[config.mk]
export PLATFORM = sky130hd
export DESIGN_NAME = stall_sequencer
export DESIGN_NICKNAME = d
export VERILOG_FILES = /design/src/rtl/stall_sequencer.sv
export SDC_FILE = /design/constraint.sdc
export NUM_CORES = 1
export LEC_CHECK = 0
export BUFFER_PORTS_ARGS = -buffer_cell sky130_fd_sc_hd__buf_4
export CAP_MARGIN = 20
export CORE_MARGIN = 5
export CORE_UTILIZATION = 40
export CTS_CLUSTER_SIZE = 24
export DETAILED_ROUTE_END_ITERATION = 10
export HOLD_SLACK_MARGIN = 0.02
export SLEW_MARGIN = 40
export SYNTH_ARGS = -nofsm -noshare
export SYNTH_HDL_FRONTEND = slang
export SYNTH_SLANG_ARGS = --single-unit
export TNS_END_PERCENT = 30
[constraint.sdc]
create_clock -name clk -period 2.5 [get_ports clk]
set_clock_uncertainty 0.2 [all_clocks]
set_input_delay 0.25 -clock clk [delete_from_list [all_inputs] [get_ports clk]]
set_output_delay 0.25 -clock clk [all_outputs]
set_load 0.02 [all_outputs]
[src/rtl/stall_sequencer.sv]
// Turns hazard-unit stall requests, branch resolution and halt decode into pipeline enables and flush/bubble controls, with zero latency from inputs to outputs.
// A 2-cycle stall freezes for exactly two cycles; the core locks in halt until reset, and a saturating counter records frozen cycles.
module stall_sequencer #(
  parameter int CNT_W = 16
) (
  input  logic             clk,
  input  logic             rst,
  input  logic             Stall,
  input  logic             StallWrite,
  input  logic             Branch_Taken,
  input  logic             Halt,
  output logic             PC_En,
  output logic             IFID_En,
  output logic             IFID_Flush,
  output logic             IDEX_Bubble,
  output logic             Halted,
  output logic [CNT_W-1:0] Stall_Count
);

  typedef enum logic [1:0] {
    IDLE   = 2'd0,
    HOLD1  = 2'd1,
    HALTED = 2'd2
  } state_t;

  state_t           state, nextState;
  logic             freezeNow;
  logic [CNT_W-1:0] stallCount;

  localparam logic [CNT_W-1:0] CNT_MAX = {CNT_W{1'b1}};

  always_ff @(posedge clk) begin
    if (rst) begin
      state      <= IDLE;
      stallCount <= '0;
    end else begin
      state <= nextState;
      if (freezeNow && (stallCount != CNT_MAX))
        stallCount <= stallCount + 1'b1;
    end
  end

  always_comb begin
    nextState   = state;
    freezeNow   = 1'b0;
    PC_En       = 1'b1;
    IFID_En     = 1'b1;
    IFID_Flush  = 1'b0;
    IDEX_Bubble = 1'b0;
    Halted      = 1'b0;

    unique case (state)
      IDLE: begin
        if (Stall) begin
          freezeNow   = 1'b1;
          PC_En       = 1'b0;
          IFID_En     = 1'b0;
          IDEX_Bubble = 1'b1;
          nextState   = StallWrite ? HOLD1 : IDLE;
        end else if (Branch_Taken) begin
          // Branch beats a simultaneous HLT: the HLT is on the wrong path.
          IFID_Flush = 1'b1;
        end else if (Halt) begin
          // HLT itself still advances into EX, so no bubble here.
          PC_En      = 1'b0;
          IFID_En    = 1'b0;
          IFID_Flush = 1'b1;
          nextState  = HALTED;
        end
      end
      HOLD1: begin
        freezeNow   = 1'b1;
        PC_En       = 1'b0;
        IFID_En     = 1'b0;
        IDEX_Bubble = 1'b1;
        nextState   = IDLE;
      end
      HALTED: begin
        PC_En       = 1'b0;
        IFID_En     = 1'b0;
        IDEX_Bubble = 1'b1;
        Halted      = 1'b1;
      end
      default: nextState = IDLE;
    endcase

    if (rst) begin
      freezeNow   = 1'b0;
      PC_En       = 1'b0;
      IFID_En     = 1'b0;
      IFID_Flush  = 1'b1;
      IDEX_Bubble = 1'b1;
      Halted      = 1'b0;
    end
  end

  assign Stall_Count = stallCount;

endmodule
==> PnR_summary.wiki <==
{| class="wikitable"
! Metric !! Value
|-
| Hold WS || approximately 65 ps
|-
| CTS buffer count || 3
|-
| Class of the worst hold path || in -> reg
|-
| Global-route met1 utilization || between 10% and 20%
|-
| Number of violations reported at the end of detailed-routing iteration 0 || 38
|-
| Max Freq || around 0.48 GHz
|-
| Count of unique library cells instantiated by Yosys || between 40 and 50
|-
| Final critical path time including I/O delays and setup || approximately 2100 ps
|-
| Max IR drop VDD || around 0.47 mV
|-
| Worst setup path class || reg -> reg
|-
| Cell count after synthesis || roughly 130
|-
| Initial antenna violation count || 0
|-
| Routability cong. || approximately 0.76
|-
| DRC viols || 0
|-
| Number of synthesized register bits || 18
|-
| Horiz. Die Dim || roughly 64 µm
|-
| Number of primary I/O pins || 27
|-
| Number of detailed-routing iterations run before antenna repair || 4
|-
| Number of gates resized after cts || 0
|-
| CP Data Required Time || between 2000 and 3000 ps
|-
| Worst Reg-to-Reg Cells || 6
|-
| Synthesized area per cell || just under 9 µm²
|-
| Fraction of registers with async set/reset || 0%
|-
| Filler Cell Count || approximately 270
|-
| # Post-CTS Setup Buffers || 0
|-
| Top fanout value on the critical path || 7
|-
| Data arrival, critical path || approximately 2100 ps
|-
| Wire length of the first global-routing pass || 4878 µm
|-
| Sequential cell area fraction in the yosys report || a little under a third
|-
| Source of the worst hold timing path || StallWrite
|-
| Total number of nets in the final design || between 150 and 200
|-
| Post-synth design cell area || 1166 µm²
|-
| Proportion of netlist area held by the largest area contributor || 30.90%
|-
| Floorplan row count || 19
|-
| Primary FF master, synth || dfxtp_1
|-
| RSZ-0062 raised after global routing || false
|-
| Effective utilization at floorplan || 41.93%
|-
| Capturing point of the worst reg2reg path || Stall_Count[10]
|-
| Origin of the critical flop-to-flop path || state[1]
|-
| R2R Setup Slk || around 420 ps
|-
| Count of endpoints failing hold in the final timing report || 0
|-
| Via density || 5.921
|-
| Final clock period utilization by the worst path || ~83%
|-
| Final setup violating endpoints || 0
|-
| Overall via count from detail_route || around 1100
|-
| Nets in the synthesized netlist || 144
|-
| Main area contributors after synthesis || dfxtp_1 (31%), ha_1 (6.4%), nor2b_1 (4.3%), a21oi_1 (3.9%), nand2_1 (3.2%)
|-
| Dpl hpwl || approximately 2300 µm
|-
| Synth-to-Final Area Change || 22.10%
|-
| Run status || finished, final reports clean
|-
| Routing layer with the top usage in global route || met2
|-
| Met3 track demand over resource || roughly 4.4%
|-
| Utilization of the core after routing || between 50% and 60%
|-
| Synth warn || 0
|-
| Number of nets with antenna violations after detailed routing || 0
|-
| Cell type with the largest total area after synthesis || dfxtp_1
|-
| Clock tree from TritonCTS || done
|-
| Detailed-route wire length per cell || 15.21 µm
|-
| Maximum number of pins on one net before global-route repair || 22
|-
| Total Routing Usage GR || 14.45%
|-
| Placeable core region || around 2800 µm²
|-
| Hold Crit Endpoint || state[0]
|-
| Worst slew pin tran || around 420 ps
|-
| Root Driver || clkbuf_4
|-
| Final setup TNS || 0 ps
|-
| Count of hold-fix buffers inserted at cts || 0
|-
| Clock transition at the registers of the reported paths || around 110 ps
|-
| Die Ht || about 64 µm
|-
| Clock buffer depth || 2
|-
| Capturing element type of the critical path || flip-flop
|-
| Met2 routing resource usage after global routing || between 20% and 30%
|-
| Count of input and output buffers || 26
|-
| Vias in the first global route || 1058
|-
| CTS HTree Levels || 1
|-
| Type of element launching the critical path || flip-flop
|-
| Sink count of the clock tree || 18
|-
| Worst hold path stage count || 3
|-
| Relative slew slack || a little over 70%
|-
| Max-slew violations || 0
|-
| Total die area || approximately 4100 µm²
|-
| Aggregate global routing overflow || 0
|-
| Leakage power total || 0.5902 nW
|-
| Total Power Consumption || about 600 µW
|-
| Layout cell share with drive strength beyond 1 || 23.90%
|-
| Power Dens Cells || 419.4 nW/µm²
|-
| Antenna fix cells || 0
|-
| MaxCap Viol Count || 0
|-
| Source-to-sink clock delay at the later pin of the worst-skew pair || ~300 ps
|-
| Post-synth EDFFs || 0
|-
| WL final || between 2000 and 3000 µm
|}
## critical path: stages (launching register included)
cell     delay [ps]
dfxtp_1         350
inv_1           130
ha_1            310
a31o_4          230
nand4_1         130
nor4_1          320
mux2_1          340
## flip-flops by register name (all words and copies together) (netlist names)
name / cells
state: 2
Stall_Count: 16
## routing by layer
layer / routed length [µm] / share of wire (%)
met1: 1238 / 43
met2: 1498 / 52
met3: 138 / 4.8
met4: 14 / 0.48
met5: 0 / 0
## where the power goes
| group | switching (mW) | leakage [nW] | internal, mW |
|---|---|---|---|
| Combinational | 0.0634 | 0.424 | 0.0467 |
| Sequential | 0.00906 | 0.146 | 0.295 |
| Clock | 0.0946 | 0.0210 | 0.0888 |
## worst max path at each step
| stage | startpoint | endpoint | slack [ps] | depth (start not counted) |
|---|---|---|---|---|
| 6_report | state[1] | Stall_Count[10] | 420 | 6 |
| 5_1_grt | state[1] | Stall_Count[14] | 250 | 6 |
| 4_1_cts | state[1] | Stall_Count[10] | 420 | 6 |
| 3_5_place_dp | state[1] | Stall_Count[10] | 420 | 6 |
| 3_3_place_gp | state[0] | Stall_Count[10] | 490 | 6 |
| 2_1_floorplan | Stall_Count[0] | Stall_Count[1] | 490 | 5 |
## stage by stage
| stage | worst slack, ps | instance area, µm² | cells |
|---|---|---|---|
| after floorplan | 491.3 | 1166 | 132 |
| after global placement | 488.8 | 1388 | 186 |
| after detailed placement | 418.1 | 1388 | 186 |
| after CTS | 415.5 | 1424 | 190 |
| after global routing | 254.1 | 1424 | 190 |
| final | 416.4 | 1424 | 190 |
## cell type report
class	count	area, µm²	share of cell area (%)
multi-input cells	106	770.7	54.13
repair buffers	27	202.7	14.24
inverters	4	15.01	1.054
clock buffers	4	36.28	2.548
well taps	31	38.79	2.724
flip-flops and latches	18	360.3	25.31
## cells in the final DEF, fill, tap and decap left out, types with 4 or more instances in the layout
cell type / instances
ha_1: 6
nor2b_1: 8
dfxtp_1: 18
o21ai_0: 7
nor3_1: 4
nor2_1: 5
nand4_1: 5
buf_4: 27
inv_1: 4
a21oi_1: 9
nand2_1: 10
## synthesized netlist by cell type, drive strengths merged, types with 2 or more instances
master / count
o41ai: 2
and4: 3
nand4: 6
o31ai: 3
nor2: 5
o21ai: 7
a31oi: 3
nor4: 4
nand3: 4
inv: 4
a21oi: 9
and3: 3
nand2b: 3
ha: 6
o311ai: 2
nor3: 4
nand2: 10
mux2: 3
dfxtp: 18
or4: 3
o211ai: 3
or3: 3
mux2i: 3
nor2b: 8
buf: 3
## logic make-up after synthesis
| kind of cell | Yosys count | share of synthesized area, % |
|---|---|---|
| AND/OR/NAND/NOR | 61 | 34.66 |
| AO/OA/AOI/OAI | 33 | 19.53 |
| flip-flops | 18 | 30.90 |
| buffers and inverters | 8 | 3.003 |
| multiplexers | 6 | 5.472 |
| adder cells (fa/ha/maj) | 6 | 6.438 |
Power figures use the tool's default switching activity.
